<file path="src/rtl/add_seq_arb_pkg.sv">
// add_seq_arb_pkg: shared types and constants for the sequential adder controller.
// Holds the controller state encoding and the requester ID values.

package add_seq_arb_pkg;

   typedef enum logic [1:0] {
      IDLE = 2'd0,
      RUN  = 2'd1,
      DONE = 2'd2
   } state_t;

   localparam logic REQ0 = 1'b0;
   localparam logic REQ1 = 1'b1;

endpackage

</file>
<file path="src/rtl/add_seq_arb_fadd_chunk.sv">
// fadd / fadd_chunk: single-bit full adder cell and a CHUNK-bit ripple-carry
// adder slice built from it. Purely combinational.

module fadd (
   input  logic a,
   input  logic b,
   input  logic cin,
   output logic s,
   output logic cout
);

   assign s    = a ^ b ^ cin;
   assign cout = (a & b) | (cin & (a ^ b));

endmodule

module fadd_chunk #(
   parameter int CHUNK = 3
) (
   input  logic [CHUNK-1:0] a,
   input  logic [CHUNK-1:0] b,
   input  logic             cin,
   output logic [CHUNK-1:0] sum,
   output logic             cout
);

   logic [CHUNK:0] carry;

   assign carry[0] = cin;
   assign cout     = carry[CHUNK];

   for (genvar i = 0; i < CHUNK; i++) begin : g_bit
      fadd u_fa (
         .a    (a[i]),
         .b    (b[i]),
         .cin  (carry[i]),
         .s    (sum[i]),
         .cout (carry[i+1])
      );
   end

endmodule

</file>
<file path="src/rtl/add_seq_arb.sv">
// add_seq_arb: two-requester wide-operand adder that time-shares one CHUNK-bit
// ripple slice, summing least-significant chunk first with a held carry.
// Optional macro ADD_SEQ_ARB_RR_EN switches arbitration from fixed priority
// (req0 over req1) to a round-robin scheme with a 1-bit priority pointer.

module add_seq_arb #(
   parameter int WIDTH = 12,
   parameter int CHUNK = 3
) (
   input  logic             clk,
   input  logic             rst,
   input  logic             req0_valid,
   output logic             req0_ready,
   input  logic [WIDTH-1:0] req0_a,
   input  logic [WIDTH-1:0] req0_b,
   input  logic             req0_cin,
   input  logic             req1_valid,
   output logic             req1_ready,
   input  logic [WIDTH-1:0] req1_a,
   input  logic [WIDTH-1:0] req1_b,
   input  logic             req1_cin,
   output logic             rsp_valid,
   input  logic             rsp_ready,
   output logic [WIDTH-1:0] rsp_sum,
   output logic             rsp_cout,
   output logic             rsp_id
);

   import add_seq_arb_pkg::*;

   localparam int NCHUNK = WIDTH / CHUNK;
   localparam int IDXW   = $clog2(NCHUNK) + 1;
   localparam logic [IDXW-1:0] LAST_IDX = IDXW'(NCHUNK - 1);

   state_t           state_q, state_d;
   logic [WIDTH-1:0] a_q, b_q, sum_q;
   logic             carry_q;
   logic [IDXW-1:0]  idx_q;
   logic             id_q;

   logic             grant_id;
   logic             idle;
   logic             accept;
   logic [CHUNK-1:0] slice_a, slice_b, slice_sum;
   logic             slice_cout;

`ifdef ADD_SEQ_ARB_RR_EN
   logic             rr_ptr;

   // Round-robin pick: the pointed requester wins a tie, a lone requester always wins
   always_comb begin
      grant_id = REQ0;
      if (req0_valid && req1_valid) begin
         grant_id = rr_ptr;
      end else if (!req0_valid) begin
         grant_id = REQ1;
      end
   end

   // After every grant the pointer moves to the requester that was not served
   always_ff @(posedge clk or posedge rst) begin
      if (rst) begin
         rr_ptr <= REQ0;
      end else if (accept) begin
         rr_ptr <= ~grant_id;
      end
   end
`else
   // Fixed priority pick: req0 wins whenever it is valid
   always_comb begin
      grant_id = REQ0;
      if (!req0_valid) begin
         grant_id = REQ1;
      end
   end
`endif

   assign idle       = (state_q == IDLE);
   assign req0_ready = idle && req0_valid && (grant_id == REQ0);
   assign req1_ready = idle && req1_valid && (grant_id == REQ1);
   assign accept     = req0_ready || req1_ready;

   // Route the operand chunk addressed by the chunk index into the shared slice
   always_comb begin
      slice_a = '0;
      slice_b = '0;
      for (int k = 0; k < NCHUNK; k++) begin
         if (idx_q == IDXW'(k)) begin
            slice_a = a_q[k*CHUNK +: CHUNK];
            slice_b = b_q[k*CHUNK +: CHUNK];
         end
      end
   end

   fadd_chunk #(
      .CHUNK (CHUNK)
   ) u_slice (
      .a    (slice_a),
      .b    (slice_b),
      .cin  (carry_q),
      .sum  (slice_sum),
      .cout (slice_cout)
   );

   // Controller next state: accept in IDLE, walk the chunks in RUN, hold result in DONE
   always_comb begin
      state_d = state_q;
      case (state_q)
         IDLE: begin
            if (accept) begin
               state_d = RUN;
            end
         end
         RUN: begin
            if (idx_q == LAST_IDX) begin
               state_d = DONE;
            end
         end
         DONE: begin
            if (rsp_ready) begin
               state_d = IDLE;
            end
         end
         default: state_d = IDLE;
      endcase
   end

   // State register; reset drops any in-flight transaction
   always_ff @(posedge clk or posedge rst) begin
      if (rst) begin
         state_q <= IDLE;
      end else begin
         state_q <= state_d;
      end
   end

   // Operand capture on the handshake edge, then one chunk of sum and carry per RUN edge
   always_ff @(posedge clk or posedge rst) begin
      if (rst) begin
         a_q     <= '0;
         b_q     <= '0;
         sum_q   <= '0;
         carry_q <= 1'b0;
         idx_q   <= '0;
         id_q    <= REQ0;
      end else begin
         case (state_q)
            IDLE: begin
               if (accept) begin
                  a_q     <= (grant_id == REQ1) ? req1_a : req0_a;
                  b_q     <= (grant_id == REQ1) ? req1_b : req0_b;
                  carry_q <= (grant_id == REQ1) ? req1_cin : req0_cin;
                  idx_q   <= '0;
                  id_q    <= grant_id;
               end
            end
            RUN: begin
               for (int k = 0; k < NCHUNK; k++) begin
                  if (idx_q == IDXW'(k)) begin
                     sum_q[k*CHUNK +: CHUNK] <= slice_sum;
                  end
               end
               carry_q <= slice_cout;
               idx_q   <= idx_q + IDXW'(1);
            end
            default: begin
            end
         endcase
      end
   end

   assign rsp_valid = (state_q == DONE);
   assign rsp_sum   = sum_q;
   assign rsp_cout  = carry_q;
   assign rsp_id    = id_q;

endmodule

</file>
<file path="config.mk">
export PLATFORM = sky130hd
export DESIGN_NAME = add_seq_arb
export DESIGN_NICKNAME = d
export VERILOG_FILES = /design/src/rtl/add_seq_arb_pkg.sv /design/src/rtl/add_seq_arb_fadd_chunk.sv /design/src/rtl/add_seq_arb.sv
export SDC_FILE = /design/constraint.sdc
export NUM_CORES = 1
export LEC_CHECK = 0
export CAP_MARGIN = 30
export CORE_MARGIN = 1
export CORE_UTILIZATION = 47
export CTS_CLUSTER_SIZE = 16
export DETAILED_ROUTE_END_ITERATION = 7
export HOLD_SLACK_MARGIN = 0.1
export PLACE_DENSITY = 0.8
export SLEW_MARGIN = 20
export SYNTH_ARGS = -nofsm -noshare
export SYNTH_HDL_FRONTEND = slang
export SYNTH_HIERARCHICAL = 1
export SYNTH_SLANG_ARGS = --single-unit
</file>
<file path="constraint.sdc">
create_clock -name clk -period 3.9 [get_ports clk]
set_input_delay 0.78 -clock clk [delete_from_list [all_inputs] [get_ports clk]]
set_output_delay 0.78 -clock clk [all_outputs]
set_load 0.01 [all_outputs]
</file>
* After elaboration in Yosys (flattened, before gate mapping) *
Cells that the tools add are included.

word-level totals
  input bits = 55
  word-level logic and storage cells = 69
  bits in registers = 43
  output and inout bits = 17

operators by class
  add/subtract/negate cells = 1
  reduce and logical (&&, ||, !) cells = 15
  mux-type cells = 20
  bitwise operators = 15
  eq/ne operators = 8

operator list
  operator                                                                  count
  3-bit 2-to-1 mux                                                          9
  12-bit 2-to-1 mux                                                         2
  2-bit AND reduction                                                       6
  1-bit AND                                                                 6
  3-bit by 2-bit == test with 1-bit output (second input constant)          2
  2-bit 2-to-1 mux                                                          3
  2-bit one-hot mux with 3 select lines                                     1
  3-bit one-hot mux with 2 select lines                                     1
  1-bit XOR                                                                 6
  1-bit logical AND                                                         4
  2-bit by 1-bit inequality test with 1-bit output (second input constant)  2
  3-bit by 1-bit adder with 3-bit output (second input constant)            1
  3-bit by 1-bit == test with 1-bit output (second input constant)          1
  3-bit logical NOT                                                         1
  1-bit 2-to-1 mux                                                          3
  1-bit OR                                                                  3
  3-bit AND reduction                                                       1
  2-bit by 1-bit == test with 1-bit output (second input constant)          1
  2-bit == test (second input constant)                                     1
  2-bit logical NOT                                                         1
  2-bit inequality test (second input constant)                             1
  1-bit one-hot mux with 2 select lines                                     1
  2-bit nonzero test                                                        1
  1-bit logical OR                                                          1

* Logic depth before layout (Yosys ltp) *
  depth in word-level cells = 13
  depth in mapped cells = 12
  mapped depth without buffers = 11

* Modules after synthesis *
Netlist, hierarchy kept.

modules (own cells, without submodules)
  module       times used  seq. area each (um^2)  area an instance (um^2)  cells each
  add_seq_arb  1           1076.0                 2297.2                   181
  fadd         3           0.0                    20.0                     1

* Least setup slack after synthesis *
Ideal clock, no wire load.

  kind = register -> register
  start = reg idx_q[0]
  end = reg sum_q[2] (netlist: rsp_sum[2])
  slack = 0.914 ns
  arrival = 2.861 ns
  required time = 3.775 ns
  path buffers = 1
  cell stages (with the launch flop) = 11
  cell sequence = dfrtp_1 -> inv_1 -> ha_1 -> buf_1 -> a21oi_1 -> o21ai_0 -> a32o_1 -> fa_1 -> fa_1 -> fa_1 -> mux2_2

between the ends
  longest elaborated chain between the ends = 11

ends and longest elaborated chain
  item                            line                          RTL
  start, declared                 add_seq_arb.sv:38             logic [IDXW-1:0] idx_q;
  start signal, assigned          add_seq_arb.sv:164            idx_q <= idx_q + IDXW'(1);
  3-bit logical NOT               add_seq_arb.sv:88             if (idx_q == IDXW'(k)) begin
  3-bit 2-to-1 mux (3 in series)  add_seq_arb.sv:88
  3-bit 2-to-1 mux (*)            add_seq_arb.sv:88
  net slice_a[0]                  add_seq_arb.sv:44             logic [CHUNK-1:0] slice_a, slice_b, slice_sum;
  1-bit XOR                       add_seq_arb_fadd_chunk.sv:13  assign cout = (a & b) | (cin & (a ^ b));
  1-bit AND                       add_seq_arb_fadd_chunk.sv:13
  1-bit OR (*)                    add_seq_arb_fadd_chunk.sv:13
  net u_slice.carry[1]            add_seq_arb_fadd_chunk.sv:27  logic [CHUNK:0] carry;
  1-bit AND (*)                   add_seq_arb_fadd_chunk.sv:13
  1-bit OR (*)                    add_seq_arb_fadd_chunk.sv:13
  net u_slice.carry[2]            add_seq_arb_fadd_chunk.sv:27
  1-bit XOR (*)                   add_seq_arb_fadd_chunk.sv:12  assign s = a ^ b ^ cin;
  net slice_sum[2]                add_seq_arb.sv:44
  end signal, assigned by index   add_seq_arb.sv:160            sum_q[k*CHUNK +: CHUNK] <= slice_sum;
  end, declared                   add_seq_arb.sv:36             logic [WIDTH-1:0] a_q, b_q, sum_q;

Mark *: on every way through the listed nets, which the timed path passes. The rest lies on a longest branch.
A chain may end at the register's enable or synchronous reset.

* Worst setup path after layout *
  start = reg idx_q[0]
  end = reg sum_q[5] (netlist: rsp_sum[5])

The elaborated chain is that of the path after synthesis.

==> qor.csv <==
stage;metric;value;unit
die;DIE WIDTH;72.8;µm
clock_tree;CTS Buffer Depth;2;
critical_path;CP Class;reg -> reg;
pwr;Max VDD drop;535;µV
clock_tree;CTS buffer count;5;
clock_tree;Max H-tree Level;2;
die;Rows;25;
sta;Final setup viols;0;
critical_path;Crit Path Max Fanout;13;
yosys;Seq/Total Area, Yosys;0.456;
detailed_routing;DR pass1 iterations;4;
die;num ports;72;
critical_path;Required @ worst endpoint;4.07;ns
run_status;outcome;finished clean;
clock_tree;CTS tree;yes;
critical_path;crit-path cells;inv_1, ha_1, a21oi_1, o21ai_0, a32o_1, fa_1, fa_1, fa_1, mux2_2;
layout;Diodes inserted;0;
grt;number of global-route vias before repair;1681;
placed_design;Area after DPL;3100;µm²
yosys;FF+latch count, synth;43;
placed_design;placed cells;316;
critical_path;CP peak stage delay;0.52;ns
critical_path;Crit Reg-Reg Startpoint;idx_q[0];
yosys;Synth Area in Adders;0.0520;
yosys;syn_nets;247;
critical_path;crit path DAT;3.35;ns
die;Die Area;5300;µm²
critical_path;crit path buf inv count;1;
critical_path;setup slack, reg-to-reg;0.72;ns
grt;antenna violations before repair;0;
clock_tree;clk sinks;43;
sta;Rel. slew slack;0.713;
sta;Slew @ Worst Pin;0.430;ns
min_path;Hold Crit Depth;1;
layout;nets;320;
clock_tree;CTS Hold Bufs;0;
layout;layout cells sized above 1;0.295;
placed_design;PortBufs;71;
clock_tree;post-CTS sizing;0;
sta;setup TNS;0;ns
yosys;Mapped Area;2360;µm²
sta;RSZ-0062 raised after global routing;no;
detailed_routing;vias per cell;5.12;
sta;final worst path period need;3.18;ns
clock_tree;clock slew at reported path FFs;0.08;ns
die;Die Y;72.8;µm
clock_tree;Setup Fix Bufs, Post-CTS;0;
detailed_routing;DRC Markers;0;
yosys;Synth Area in Simple Gates;0.0833;
yosys;Post-Syn Area per Cell;12.8;µm²
sta;post-route clock skew;0.00920;ns
sta;Fmax;315;MHz
yosys;largest family of logic cells by synthesized area;multiplexers;
die;Starting Density;0.493;
layout;Cell Count, Final, Fillers Out;325;
grt;first-pass GRT wire length;7.62;mm
min_path;Hold EP;rsp_sum[0];
clock_tree;Root Buffer Master;clkbuf_8;
detailed_routing;Routed Antenna Nets;0;
grt;global router's overall resource usage;0.190;
detailed_routing;Final Routed Wirelength;4.58;mm
detailed_routing;DR vias;1665;
critical_path;worst r2r path cells;9;
yosys;Synth Area in XOR/XNOR;0;
sta;fin. max-slew vios;0;
yosys;Yosys cell types;31;
critical_path;Slowest-stage cell, CP;fa_1;
clock_tree;clk_lat worst skew;0.29;ns
critical_path;Crit path max-delay family;adder cells;
placed_design;global placer's final weighted congestion;0.879;
pwr;PwrDens;737;nW/µm²
pwr;total power;2.36;mW
min_path;min-delay src;rsp_sum[0];
detailed_routing;DR WL/cell;14.1;µm
layout;final instance area;3210;µm²
layout;Layout fillers;371;
yosys;Synth Instances;184;
flow_run;Max-Cap Viols;0;
sta;fin crit share;0.815;
yosys;Synth Area in Compound Gates;0.0764;
placed_design;Post-DP HPWL;3.45;mm
die;core area;4790;µm²
critical_path;crit end category;flop;
layout;area delta synth->final;36.0;%
yosys;YS warnings;6;
critical_path;Critical R2R Capture;rsp_sum[5];
grt;global route total overflow;0;
pwr;Pleak;1.32;nW
detailed_routing;Initial DRC Count;45;
sta;Fin. Hold Viols;0;
critical_path;CP most frequent cell;fa_1;
critical_path;Startpoint Class;flop;
min_path;Worst Hold Class;reg -> reg;
grt;largest net degree at the start of global routing;30;
yosys;post-synthesis mux area share;0.295;
==> cell families after synthesis <==
kind of cell,after synthesis
multiplexers,60
flip-flops,43
AND/OR/NAND/NOR,33
AO/OA/AOI/OAI,27
buffers and inverters,13
adder cells (fa/ha/maj),8
==> area by class of cell <==
cell class | instances | area (µm²) | share of cell area
clock inverter | 3 | 20.0 | 0.00625
timing repair buffer | 75 | 748 | 0.233
clock buffer | 5 | 68.8 | 0.0215
inverter | 4 | 15.0 | 0.00468
sequential | 43 | 1080 | 0.336
multi-input combinational | 128 | 1190 | 0.372
tap | 67 | 83.8 | 0.0262
==> state kept, by name (all words and copies together) (netlist names) <==
| signal | cells |
|---|---|
| a_q | 12 |
| b_q | 12 |
| rsp_sum | 12 |
| idx_q | 3 |
| state_q | 2 |
| rsp_cout | 1 |
| rsp_id | 1 |
==> layer usage <==
layer,up-vias,wire [µm],part of all wire,GRT usage
met3,5,225,0.049,0.0359
met5,-,0,0,0
li1,804,-,-,-
met2,56,2190,0.48,0.318
met1,800,2130,0.46,0.252
met4,0,42,0.0092,0.0588
==> worst max-delay path by stage <==
stage / start / end / slack, ns / depth (start not counted)
after global placement: idx_q[0] / rsp_sum[2] / 0.85 / 9
after floorplan: idx_q[0] / rsp_sum[2] / 0.91 / 10
final: idx_q[0] / rsp_sum[5] / 0.72 / 9
after global routing: idx_q[0] / rsp_sum[8] / 0.50 / 9
after detailed placement: idx_q[0] / rsp_sum[5] / 0.77 / 9
after CTS: idx_q[0] / rsp_sum[5] / 0.74 / 9
==> synthesized netlist by cell type, drive strengths merged <==
| library cell | number | area [µm²] |
|---|---|---|
| a21oi | 8 | 40.0 |
| a32o | 6 | 60.1 |
| and2 | 2 | 12.5 |
| and2b | 2 | 17.5 |
| and3 | 3 | 33.8 |
| buf | 7 | 65.1 |
| clkbuf | 2 | 7.51 |
| dfrtp | 43 | 1080 |
| fa | 3 | 60.1 |
| ha | 5 | 62.6 |
| inv | 4 | 15.0 |
| mux2 | 60 | 694 |
| nand2 | 12 | 45.0 |
| nand2b | 7 | 43.8 |
| nor2 | 3 | 13.8 |
| nor2b | 1 | 6.26 |
| nor3b | 1 | 7.51 |
| nor4b | 1 | 8.76 |
| o21a | 1 | 7.51 |
| o21ai | 7 | 35.0 |
| o21bai | 1 | 7.51 |
| o22ai | 1 | 6.26 |
| o31a | 1 | 8.76 |
| o31ai | 2 | 15.0 |
| or2b | 1 | 7.51 |
==> cells in the final DEF (no fill, tap or decap), types with 2 or more instances in the layout <==
master | netlist | layout
mux2_2 | 54 | 54
clkdlybuf4s50_1 | 0 | 71
a32o_1 | 6 | 6
inv_1 | 4 | 4
mux2_4 | 5 | 5
nand2_1 | 12 | 12
o21ai_0 | 7 | 7
clkinvlp_4 | 0 | 2
nand2b_1 | 7 | 7
dfrtp_1 | 43 | 43
clkbuf_8 | 0 | 5
nor2_1 | 2 | 2
and3_4 | 3 | 3
and2_1 | 2 | 2
fa_1 | 3 | 3
o31ai_1 | 2 | 2
a21oi_1 | 8 | 8
buf_4 | 0 | 3
ha_1 | 5 | 5
==> stage by stage <==
step / setup slack (ns) / utilization / hold slack [ns]
after floorplan: 0.914 / - / 0.471
after global placement: 0.848 / 0.648 / 0.492
after detailed placement: 0.771 / 0.648 / 0.491
after CTS: 0.745 / 0.667 / 0.510
after global routing: 0.504 / 0.670 / 0.528
final: 0.723 / 0.670 / 0.509
==> where the power goes <==
part | switching [mW] | internal, mW | total, mW
clock | 0.146 | 0.124 | 0.270
sequential | 0.146 | 0.676 | 0.821
combinational | 0.554 | 0.717 | 1.27
Power figures use the tool's default switching activity.
